`src/rtl/hyp_cordic_pkg.sv`:
```
// Shared constants and state encoding for the hyperbolic CORDIC stages (Q2.14 data).
package hyp_cordic_pkg;

  localparam int          FRAC_BITS = 14;
  localparam logic [15:0] ONE       = 16'h4000;
  localparam logic [15:0] SAT_MAX   = 16'h7FFF;
  localparam logic [15:0] SAT_MIN   = 16'h8000;

  // Encoding kept identical to the upstream rotator.
  typedef enum logic [1:0] {
    IDLE = 2'd0,
    ITER = 2'd1,
    DONE = 2'd2
  } state_t;

endpackage

```
`src/rtl/linear_cordic_step.sv`:
```
// One linear-mode (division) CORDIC micro-rotation: drives y toward 0, accumulating y0/x in z.
module linear_cordic_step
  import hyp_cordic_pkg::*;
#(
  parameter int GUARD = 2,
  parameter int IW    = 20,
  parameter int IDXW  = 4
) (
  input  logic signed [IW-1:0]   i_x,
  input  logic signed [IW-1:0]   i_y,
  input  logic signed [IW-1:0]   i_z,
  input  logic        [IDXW-1:0] i_idx,
  output logic signed [IW-1:0]   o_y,
  output logic signed [IW-1:0]   o_z
);

  // 1.0 in the internal format, which carries GUARD extra fraction bits.
  localparam logic signed [IW-1:0] L_ONE = IW'(1) << (FRAC_BITS + GUARD);

  logic signed [IW-1:0] w_xs;
  logic signed [IW-1:0] w_zs;

  always_comb begin
    w_xs = i_x >>> i_idx;
    w_zs = L_ONE >>> i_idx;
    o_y  = i_y;
    o_z  = i_z;
    if (!i_y[IW-1]) begin
      o_y = i_y - w_xs;
      o_z = i_z + w_zs;
    end else begin
      o_y = i_y + w_xs;
      o_z = i_z - w_zs;
    end
  end

endmodule

```
`src/rtl/hyp_tanh_exp_post.sv`:
```
// Post-stage of the hyperbolic rotator: exp = cosh + sinh (saturating) and
// tanh = sinh / cosh by iterative linear CORDIC division.
module hyp_tanh_exp_post
  import hyp_cordic_pkg::*;
#(
  parameter int N     = 15,
  parameter int W     = 16,
  parameter int GUARD = 2
) (
  input  logic         clk,
  input  logic         rst,
  input  logic         in_valid,
  input  logic [W-1:0] sinh_in,
  input  logic [W-1:0] cosh_in,
  output logic         busy,
  output logic         out_valid,
  output logic [W-1:0] tanh_out,
  output logic [W-1:0] exp_out,
  output logic         exp_sat,
  output logic         div_err
);

  localparam int IW = W + 2 * GUARD;
  localparam int CW = 4;

  localparam logic signed [IW-1:0] L_TMAX = IW'(ONE);
  localparam logic signed [IW-1:0] L_TMIN = -L_TMAX;
  localparam logic signed [IW-1:0] L_RND  = IW'(1) << (GUARD - 1);

  state_t               r_state;
  logic signed [IW-1:0] r_x;
  logic signed [IW-1:0] r_y;
  logic signed [IW-1:0] r_z;
  logic [CW-1:0]        r_i;
  logic                 r_err_pend;
  logic                 r_busy;
  logic                 r_out_valid;
  logic [W-1:0]         r_tanh;
  logic [W-1:0]         r_exp;
  logic                 r_exp_sat;
  logic                 r_div_err;

  logic signed [W:0]    w_sum;
  logic                 w_sum_ovf;
  logic [W-1:0]         w_exp;
  logic                 w_cosh_bad;
  logic signed [IW-1:0] w_y_nxt;
  logic signed [IW-1:0] w_z_nxt;
  logic signed [IW-1:0] w_z_rnd;
  logic signed [IW-1:0] w_z_q;
  logic [W-1:0]         w_tanh;

  // Overflow of the W+1-bit sum shows up as disagreement of the two top bits.
  assign w_sum      = $signed({sinh_in[W-1], sinh_in}) + $signed({cosh_in[W-1], cosh_in});
  assign w_sum_ovf  = w_sum[W] ^ w_sum[W-1];
  assign w_exp      = w_sum_ovf ? (w_sum[W] ? W'(SAT_MIN) : W'(SAT_MAX)) : w_sum[W-1:0];
  assign w_cosh_bad = cosh_in[W-1] | (cosh_in == '0);

  assign w_z_rnd = r_z + L_RND;
  assign w_z_q   = w_z_rnd >>> GUARD;

  always_comb begin
    w_tanh = w_z_q[W-1:0];
    if (w_z_q > L_TMAX) begin
      w_tanh = W'(L_TMAX);
    end else if (w_z_q < L_TMIN) begin
      w_tanh = W'(L_TMIN);
    end
  end

  linear_cordic_step #(
    .GUARD (GUARD),
    .IW    (IW),
    .IDXW  (CW)
  ) u_step (
    .i_x   (r_x),
    .i_y   (r_y),
    .i_z   (r_z),
    .i_idx (r_i),
    .o_y   (w_y_nxt),
    .o_z   (w_z_nxt)
  );

  always_ff @(posedge clk or posedge rst) begin
    if (rst) begin
      r_state     <= IDLE;
      r_x         <= '0;
      r_y         <= '0;
      r_z         <= '0;
      r_i         <= '0;
      r_err_pend  <= 1'b0;
      r_busy      <= 1'b0;
      r_out_valid <= 1'b0;
      r_tanh      <= '0;
      r_exp       <= '0;
      r_exp_sat   <= 1'b0;
      r_div_err   <= 1'b0;
    end else begin
      case (r_state)
        IDLE: begin
          r_out_valid <= 1'b0;
          if (in_valid) begin
            r_x        <= {{GUARD{cosh_in[W-1]}}, cosh_in, {GUARD{1'b0}}};
            r_y        <= {{GUARD{sinh_in[W-1]}}, sinh_in, {GUARD{1'b0}}};
            r_z        <= '0;
            r_i        <= '0;
            r_exp      <= w_exp;
            r_exp_sat  <= w_sum_ovf;
            r_err_pend <= w_cosh_bad;
            r_busy     <= 1'b1;
            r_state    <= w_cosh_bad ? DONE : ITER;
          end else begin
            r_busy <= 1'b0;
          end
        end
        ITER: begin
          r_y <= w_y_nxt;
          r_z <= w_z_nxt;
          r_i <= r_i + CW'(1);
          if (r_i == CW'(N - 1)) begin
            r_state <= DONE;
          end
        end
        DONE: begin
          // busy stays high through the out_valid cycle; IDLE drops it next edge.
          r_tanh      <= r_err_pend ? '0 : w_tanh;
          r_div_err   <= r_err_pend;
          r_out_valid <= 1'b1;
          r_state     <= IDLE;
        end
        default: r_state <= IDLE;
      endcase
    end
  end

  assign busy      = r_busy;
  assign out_valid = r_out_valid;
  assign tanh_out  = r_tanh;
  assign exp_out   = r_exp;
  assign exp_sat   = r_exp_sat;
  assign div_err   = r_div_err;

endmodule

```
`config.mk`:
```
export PLATFORM = sky130hd
export DESIGN_NAME = hyp_tanh_exp_post
export DESIGN_NICKNAME = d
export VERILOG_FILES = /design/src/rtl/hyp_cordic_pkg.sv /design/src/rtl/linear_cordic_step.sv /design/src/rtl/hyp_tanh_exp_post.sv
export SDC_FILE = /design/constraint.sdc
export NUM_CORES = 1
export LEC_CHECK = 0
export CAP_MARGIN = 25
export CORE_MARGIN = 2
export CORE_UTILIZATION = 55
export DETAILED_ROUTE_END_ITERATION = 10
export PLACE_DENSITY = 0.87
export SLEW_MARGIN = 20
export SYNTH_ARGS = -nofsm -noshare
export SYNTH_HDL_FRONTEND = slang
export SYNTH_SLANG_ARGS = --single-unit
```
`constraint.sdc`:
```
create_clock -name clk -period 4.4 [get_ports clk]
set_input_delay 1.32 -clock clk [delete_from_list [all_inputs] [get_ports clk]]
set_output_delay 1.32 -clock clk [all_outputs]
set_load 0.02 [all_outputs]
```
======== After elaboration in Yosys (flattened, before gate mapping) ========
Cells that the tools add are included.
Widths: inputs -> output; s select.
cells by class
  add/sub/neg operators ................... 7
  $lt $le $gt $ge ......................... 2
  equal/unequal tests ..................... 5
  shifts and indexed selects .............. 2
  multiplexer cells ....................... 19
  bitwise logic cells ..................... 2
  reductions and logical operators ........ 7
operator list
  operator                count
  $mux 16                 5
  $mux 20                 4
  $pmux 20 s2             2
  $add 20x20->20          2
  $sub 20x20->20          2
  $add 20x3->20 const B   1
  $sshr 18x4->20          1
  $sshr 18x4->20 const A  1
  $gt 18x16->1 const B    1
  $lt 18x15->1 const B    1
  $add 16x16->17          1
  $logic_not 16->1        1
  $pmux 4 s2              1
  $mux 2                  3
  $reduce_and 2->1        3
  $add 4x1->4 const B     1
  $eq 4x4->1 const B      1
  $mux 4                  1
  $ne 2x2->1 const B      2
  $pmux 2 s2              1
  $reduce_bool 2->1       2
  $eq 2x1->1 const B      1
  $eq 2x2->1 const B      1
  $logic_not 2->1         1
  4 further kinds         4
storage, ports and cells
  register bits ........................... 99
  input bits .............................. 35
  output and inout port bits .............. 36
  word-level logic and storage cells ...... 56

======== Depth between registers and ports, before layout ========
Gate-level depths: netlist of the first run.
  depth in word-level cells ............... 5
  gate-level depth with buffers ........... 22
  mapped depth without buffers ............ 20

======== Modules after synthesis ========
Synthesis of the first run repeated with hierarchy kept, for this count alone.
unflattened totals
  cells, all modules ...................... 1047
  area total of the unflattened synthesis .. 8739.6 µm²
by module, submodules not included
  module              instances  cells an instance  area each (µm²)  seq. area each (µm²)
  hyp_tanh_exp_post   1          569                5188.7           2477.4
  linear_cordic_step  1          478                3550.9           0.0

======== Worst setup path before layout of the first run ========
Ideal clock, no wire load.
  path kind ............................... register to register
  start point ............................. reg r_i[3]
  end point ............................... reg r_y[18]
  data arrival time ....................... 4.097 ns
  data required time ...................... 4.264 ns
  setup slack ............................. 0.168 ns
  cell stages (with the launch flop) ...... 20
  clock period less this slack ............ 4.232 ns
  cell sequence ........................... dfrtp_1 > buf_2 > buf_1 > clkbuf_1 > clkbuf_1 > o21a_1 > ha_1 > nand2_1 > o32ai_1 > and3_1 > a31oi_1 > xnor2_1 > ha_1 > and4_1 > a211oi_1 > o211ai_1 > a211oi_1 > a21oi_1 > xnor2_1 > o22ai_1
between the ends
  longest elaborated chain between the ends .. 4
ends and longest elaborated chain
  what                                                     RTL line                                            text
  start: declaration                                       hyp_tanh_exp_post.sv:34                             logic [CW-1:0] r_i;
  start signal: assignment                                 hyp_tanh_exp_post.sv:119                            r_i <= r_i + CW'(1);
  $sshr 18x4->20 *                                         linear_cordic_step.sv:24                            w_xs = i_x >>> i_idx;
  $sub 20x20->20 / $add 20x20->20 (equally long branches)  linear_cordic_step.sv:29, linear_cordic_step.sv:32
  $mux 20 *                                                linear_cordic_step.sv:28                            if (!i_y[IW-1]) begin
  $pmux 20 s2 *                                            hyp_tanh_exp_post.sv:99                             case (r_state)
  end signal: assignment                                   hyp_tanh_exp_post.sv:104                            r_y <= {{GUARD{sinh_in[W-1]}}, sinh_in, {GUARD{1'b0}}};
  end signal: assignment                                   hyp_tanh_exp_post.sv:117                            r_y <= w_y_nxt;
  end: declaration                                         hyp_tanh_exp_post.sv:32                             logic signed [IW-1:0] r_y;
Mark *: on every way between the ends. The rest lies on a longest branch, timed or not.
A chain may end at the register's enable or synchronous reset.

======== Final worst setup path of the first run ========
  start point ............................. reg r_i[0]
  end point ............................... reg r_y[13]
The elaborated chain is that of the path after synthesis.

==> impl_metrics.env, run 1 <==
export IMPL_status="complete, no violations"
export IMPL_synthArstFlopShare=1.000
export IMPL_fmax_mhz=232.8
export IMPL_cp_arrival_ns=4.50
export IMPL_dp_cells=1405
export IMPL_worst_slack_ns=0.1036
export IMPL_routed_wl_um=27180
export IMPL_cts_clk_slew_worst_paths_ns=0.07
export IMPL_fp_dieH_um=132.2
export IMPL_cp_slowest_cell="mux4_2"
export IMPL_core_mm2=0.01594
export IMPL_start_kind="flip-flop"
export IMPL_post_route_min_period_ns=4.296
export IMPL_tightest_slew_ns=1.026
export IMPL_finalHoldViolations=0
export IMPL_finalSetupTns_ns=0
export IMPL_maxCapViolCount=0
export IMPL_cts_buffers=9
export IMPL_io_pins=71
export IMPL_viasPerCell=6.469
export IMPL_wl_per_cell_um=19.00
export IMPL_slew_headroom=0.3154
export IMPL_grt_pass1_wl_um=42980
export IMPL_final_net_count=1312
export IMPL_portBuffers=70
export IMPL_ys_warn_count=0
export IMPL_clk_insertion_delay_late_ns=0.36
export IMPL_grt_usage=0.2997
export IMPL_layout_cells_most_common_list="nand2_1 (164), dfrtp_1 (95), a21oi_1 (93)"
export IMPL_dpl_hpwl_um=19810
export IMPL_rows=46
export IMPL_htreeDepth=3
export IMPL_hp_class="flip-flop to flip-flop"
export IMPL_synth_cells=1115
export IMPL_final_cells=1430
export IMPL_cts_tree="built"
export IMPL_ys_ff_latch=98
export IMPL_fin_crit_sh=0.9765
export IMPL_critical_path_max_stage_delay_ns=0.51
export IMPL_timing_hold_ws_ns=0.4787
export IMPL_layout_commonest_cell="nand2_1"
export IMPL_syn_num_nets=1218
export IMPL_die_x_um=132.2
export IMPL_endpoint_kind="flip-flop"
export IMPL_drive_above_1_share=0.1277
export IMPL_cts_sinks=98
export IMPL_cts_root_buf="clkbuf_16"
export IMPL_avgSynthCellArea_um2=8.102
export IMPL_antenna_left=0
export IMPL_drt_initial_drc_count=737
export IMPL_dieArea_mm2=0.01747
export IMPL_ys_flop_type="dfrtp_1"
export IMPL_synth_edff_count=0
export IMPL_ys_types=81
export IMPL_antenna_found_initial=0
export IMPL_path_max_fanout=7
export IMPL_drc=0
export IMPL_crit_type="flip-flop to flip-flop"
export IMPL_syn_cell_area_mm2=0.009034
export IMPL_clk_path_buf_depth=2
export IMPL_pre_cts_ws_ns=-0.05347
export IMPL_worst_path_most_repeated_cell="a21oi_1"
export IMPL_gp_congestion=0.9840
export IMPL_grt_max_degree=65
export IMPL_diodes=0
export IMPL_drv_slew=0
export IMPL_first_pass_iters=6
export IMPL_yosysSeqAreaShare=0.2715
export IMPL_vias=9250
export IMPL_setup_viol=0
export IMPL_cp_cell_sequence="buf_8, buf_4, mux4_2, nor2_2, o221ai_2, nor4_4, and4_1, a21oi_1, xnor2_1, ha_1, a21oi_1, nand2_1, a21o_1, or2_2, a21o_1, a21oi_1, xor2_1, a21oi_1"
export IMPL_gr_total_overflow=0
export IMPL_start_util=0.5666
export IMPL_skew_ns=0.01311
export IMPL_area_growth_pct=19.17
export IMPL_worstPathRequired_ns=4.60
export IMPL_grt_pass1_vias=8824
[layer usage]
metal / track usage / part of all wire / vias up / wire length [um]
met2: 0.5179 / 0.49 / 490 / 13380
met5: 0 / 0 / - / 0
met1: 0.3633 / 0.38 / 4391 / 10450
met3: 0.04691 / 0.081 / 102 / 2191
li1: - / - / 4267 / -
met4: 0.1486 / 0.043 / 0 / 1159
[through the flow]
| step | cell area (um2) | util |
|---|---|---|
| finish | 10770 | 0.6752 |
| CTS | 10580 | 0.6639 |
| global route | 10770 | 0.6752 |
| floorplan | 9034 | - |
| global placement | 10210 | 0.6406 |
| detailed placement | 10230 | 0.6415 |
[path summary, 6_finish.rpt]
| path | cells after the start | from | slack (ns) | endpoint |
|---|---|---|---|---|
| max | 18 | r_i[0] | 0.10 | r_y[13] |
| min | 2 | tanh_out[9] | 0.48 | tanh_out[9] |
| max reg2reg | 18 | r_i[0] | 0.10 | r_y[13] |
| min reg2reg | 2 | tanh_out[9] | 0.48 | tanh_out[9] |
| max in group asynchronous | 3 | rst | 2.18 | r_i[1] |
| min in group asynchronous | 2 | rst | 1.49 | tanh_out[12] |
[registers in the layout, indices dropped and copies added, names as in the netlist]
name / cells
r_y: 20
exp_out: 16
r_x: 16
r_z: 19
r_state: 2
exp_sat: 1
div_err: 1
busy: 1
out_valid: 1
r_err_pend: 1
r_i: 4
tanh_out: 16
[cell type report]
| cell class | instances | area, um2 |
|---|---|---|
| clock buffer | 9 | 225.2 |
| timing repair buffer | 144 | 1300 |
| fill | 1270 | 5177 |
| multi-input combinational | 918 | 6245 |
| tap | 216 | 270.3 |
| sequential | 98 | 2456 |
| inverter | 38 | 145.1 |
| clock inverter | 7 | 123.9 |
[cell usage after synthesis, types with 5 or more instances]
library cell | count | share of area
dfrtp_1 | 98 | 0.27
o31ai_1 | 21 | 0.017
a21oi_1 | 95 | 0.053
o22ai_1 | 24 | 0.017
nor4_1 | 6 | 0.0042
nor3_1 | 22 | 0.012
and3_1 | 15 | 0.010
inv_1 | 34 | 0.014
a21boi_0 | 5 | 0.0042
xnor2_1 | 41 | 0.040
a21o_1 | 18 | 0.015
o22a_1 | 7 | 0.0068
and2_1 | 7 | 0.0048
and4_1 | 5 | 0.0048
nor3b_1 | 7 | 0.0058
nor2_1 | 66 | 0.027
nand3_1 | 29 | 0.016
nand2_1 | 164 | 0.068
o21ai_0 | 93 | 0.052
mux4_2 | 12 | 0.030
a211oi_1 | 9 | 0.0075
a31oi_1 | 10 | 0.0069
nand4_1 | 7 | 0.0048
xor2_1 | 36 | 0.035
or3_1 | 10 | 0.0069
nand2b_1 | 10 | 0.0069
or2_2 | 5 | 0.0035
o211ai_1 | 12 | 0.010
mux2i_1 | 19 | 0.021
o21a_1 | 14 | 0.012
ha_1 | 66 | 0.091
nor2b_1 | 6 | 0.0042
clkbuf_1 | 36 | 0.015
buf_2 | 11 | 0.0061
o21bai_1 | 7 | 0.0058
[cells by family (layout without fill, tap and decap cells)]
| group | count (synthesis) | count (layout) | synth area share |
|---|---|---|---|
| AOI/OAI and AO/OA | 367 | 367 | 0.2576 |
| xor gates and xnor gates | 77 | 77 | 0.07465 |
| adders and majority gates | 68 | 68 | 0.09584 |
| buffers and inverters | 99 | 198 | 0.04972 |
| DFF | 98 | 98 | 0.2715 |
| muxes | 36 | 36 | 0.05720 |
| and+or+nand+nor | 370 | 370 | 0.1935 |
[timing repair]
action	in CTS	in global routing
pin swaps	0	20
resized for setup	3	31
hold buffers	0	0
endpoints found under the setup margin	3	14
buffers inserted	0	9
[critical path, delay by kind of cell, from the launching register on]
family | cells | cell delay, ns
multiplexers | 1 | 0.51
adder cells (fa/ha/maj) | 1 | 0.33
AND/OR/NAND/NOR | 5 | 1.09
buffers and inverters | 2 | 0.26
AO/OA/AOI/OAI | 7 | 1.06
flip-flops | 1 | 0.45
XOR/XNOR | 2 | 0.46
Power of run 1 is left out: the tool's default activity adds up to more than one toggle a clock period on the data nets, which glitch-free logic cannot reach.
==> run 2: changes to the inputs <==
--- a/config.mk
+++ b/config.mk
@@ -8,6 +8,7 @@
 export CAP_MARGIN = 25
 export CORE_MARGIN = 2
 export CORE_UTILIZATION = 55
+export CTS_CLUSTER_DIAMETER = 100
 export DETAILED_ROUTE_END_ITERATION = 10
 export PLACE_DENSITY = 0.87
 export SLEW_MARGIN = 20
==> results of run 2 <==
Same layout as run 1: the final DEF is identical, and so are final timing and power.
Power of run 2 is left out for the same reason.
==> run 3: changes to the inputs <==
--- a/config.mk
+++ b/config.mk
@@ -10,7 +10,7 @@
 export CORE_UTILIZATION = 55
 export CTS_CLUSTER_DIAMETER = 100
 export DETAILED_ROUTE_END_ITERATION = 10
-export PLACE_DENSITY = 0.87
+export PLACE_DENSITY = 0.84
 export SLEW_MARGIN = 20
 export SYNTH_ARGS = -nofsm -noshare
 export SYNTH_HDL_FRONTEND = slang
==> constraint.sdc (replaced) <==
create_clock -name clk -period 4.7 [get_ports clk]
set_input_delay 1.41 -clock clk [delete_from_list [all_inputs] [get_ports clk]]
set_output_delay 1.41 -clock clk [all_outputs]
set_load 0.02 [all_outputs]
==> impl_metrics.env, run 3 (synthesized netlist as in run 1, its figures left out) <==
export IMPL_status="complete, no violations"
export IMPL_endpoint_kind="flip-flop"
export IMPL_first_pass_iters=6
export IMPL_dieArea_mm2=0.01747
export IMPL_portBuffers=70
export IMPL_post_cts_buffers=0
export IMPL_fmax_mhz=225.4
export IMPL_antenna_found_initial=0
export IMPL_clk_path_buf_depth=2
export IMPL_grt_pass1_wl_um=41130
export IMPL_fin_crit_sh=0.9440
export IMPL_io_pins=71
export IMPL_die_x_um=132.2
export IMPL_grt_max_degree=55
export IMPL_worstPathRequired_ns=4.95
export IMPL_drc=0
export IMPL_top_register="r_y"
export IMPL_top_layer="met4"
export IMPL_maxCapViolCount=0
export IMPL_path_max_fanout=11
export IMPL_postCtsHoldBufs=0
export IMPL_dpl_hpwl_um=19170
export IMPL_area_growth_pct=14.64
export IMPL_dr_wl_met3_um=1630
export IMPL_wl_per_cell_um=18.32
export IMPL_slew_headroom=0.4266
export IMPL_antenna_left=0
export IMPL_cts_buffers=9
export IMPL_skew_ns=0.01091
export IMPL_final_core_util=0.6496
export IMPL_largestRegisters="r_y (20), r_z (19)"
export IMPL_finalSetupTns_ns=0
export IMPL_crit_type="flip-flop to flip-flop"
export IMPL_drv_slew=0
export IMPL_critical_path_max_stage_delay_ns=0.57
export IMPL_tightest_slew_ns=0.8600
export IMPL_layout_cells_most_common_list="nand2_1 (163), a21oi_1 (95), dfrtp_1 (95)"
export IMPL_cp_cell_sequence="buf_6, mux4_2, mux2i_1, o22ai_1, nor4_4, and4_4, a21oi_1, xnor2_1, ha_1, a21o_1, a211oi_1, o211ai_1, a211oi_2, a21oi_1, xnor2_1, o22ai_1"
export IMPL_rows=46
export IMPL_cts_tree="built"
export IMPL_cp_slowest_cell="mux4_2"
export IMPL_viasPerCell=6.393
export IMPL_core_mm2=0.01594
export IMPL_final_net_count=1277
export IMPL_htreeDepth=3
export IMPL_fp_dieH_um=132.2
export IMPL_routed_wl_um=25560
export IMPL_drt_initial_drc_count=885
export IMPL_vias=8918
export IMPL_clk_insertion_delay_late_ns=0.36
export IMPL_gp_congestion=0.9754
export IMPL_largest_reg_flops=20
export IMPL_cp_arrival_ns=4.68
export IMPL_cts_sinks=98
export IMPL_layout_commonest_cell="nand2_1"
export IMPL_grt_usage=0.2898
export IMPL_crit_family="compound AO/OA/AOI/OAI gates"
export IMPL_crit_buf_inv=1
export IMPL_finalHoldViolations=0
export IMPL_cts_clk_slew_worst_paths_ns=0.08
export IMPL_cts_root_buf="clkbuf_16"
export IMPL_placed_area_mm2=0.01001
export IMPL_grt_pass1_vias=8299
export IMPL_hp_class="flip-flop to flip-flop"
export IMPL_wl_met2_um=12120
export IMPL_setup_viol=0
export IMPL_start_util=0.5666
export IMPL_drive_above_1_share=0.08736
export IMPL_start_kind="flip-flop"
export IMPL_diodes=0
export IMPL_post_route_min_period_ns=4.437
export IMPL_gr_total_overflow=0
export IMPL_met1Wirelength_um=10410
export IMPL_finish_instance_area_mm2=0.01036
## run 3: cell count changes in the layout (fill, tap and decap cells not counted), moves of 3 or more
| cell | before | now |
|---|---|---|
| o21ai_0 | 90 | 93 |
| a211oi_1 | 3 | 7 |
| nor2_2 | 4 | 1 |
| a211oi_2 | 6 | 2 |
| nor2_1 | 63 | 66 |
| buf_4 | 69 | 37 |
## run 3: worst register-to-register path, cell delays in order (launching register included)
cell and delay (ns):
dfrtp_2 0.43, buf_6 0.20, mux4_2 0.57, mux2i_1 0.19, o22ai_1 0.21, nor4_4 0.34
and4_4 0.33, a21oi_1 0.10, xnor2_1 0.29, ha_1 0.32, a21o_1 0.20, a211oi_1 0.30
o211ai_1 0.20, a211oi_2 0.29, a21oi_1 0.13, xnor2_1 0.14, o22ai_1 0.09
## run 3: cell type report
cell class | count | area, um2
clock inverters | 7 | 83.83
inverters | 38 | 145.1
repair buffers | 109 | 1010
fillers | 1354 | 5587
flip-flops and latches | 98 | 2456
multi-input cells | 918 | 6166
well taps | 216 | 270.3
clock buffers | 9 | 225.2
## run 3: per-stage QoR
| stage | hold WS [ns] | setup slack (ns) | instances |
|---|---|---|---|
| floorplan | 0.4563 | 0.4676 | 1115 |
| global placement | 0.4593 | 0.1038 | 1379 |
| detailed placement | 0.4648 | 0.06228 | 1379 |
| CTS | 0.4829 | 0.01013 | 1395 |
| global route | 0.5130 | -0.03672 | 1395 |
| finish | 0.4786 | 0.2634 | 1395 |
## run 3: worst paths after layout
path                       depth (start not counted)  slack (ns)    startpoint      endpoint
max                                               16        0.26        r_i[0]       r_y[18]
min                                                2        0.48  tanh_out[15]  tanh_out[15]
max reg2reg                                       16        0.26        r_i[0]       r_y[18]
min reg2reg                                        2        0.48  tanh_out[15]  tanh_out[15]
max in group asynchronous                          3        2.45           rst        r_i[0]
min in group asynchronous                          2        1.52           rst  tanh_out[13]
## run 3: timing repair
item	4_1_cts	5_1_grt
gates resized for setup	0	12
hold endpoints to repair	0	0
setup endpoints to repair	0	11
## run 3: metal layers
layer / vias to the layer above / track usage
met5: - / 0
met4: 0 / 0.1600
met3: 105 / 0.04498
met2: 402 / 0.4887
met1: 4214 / 0.3555
li1: 4197 / -
Power of run 3 is left out for the same reason.
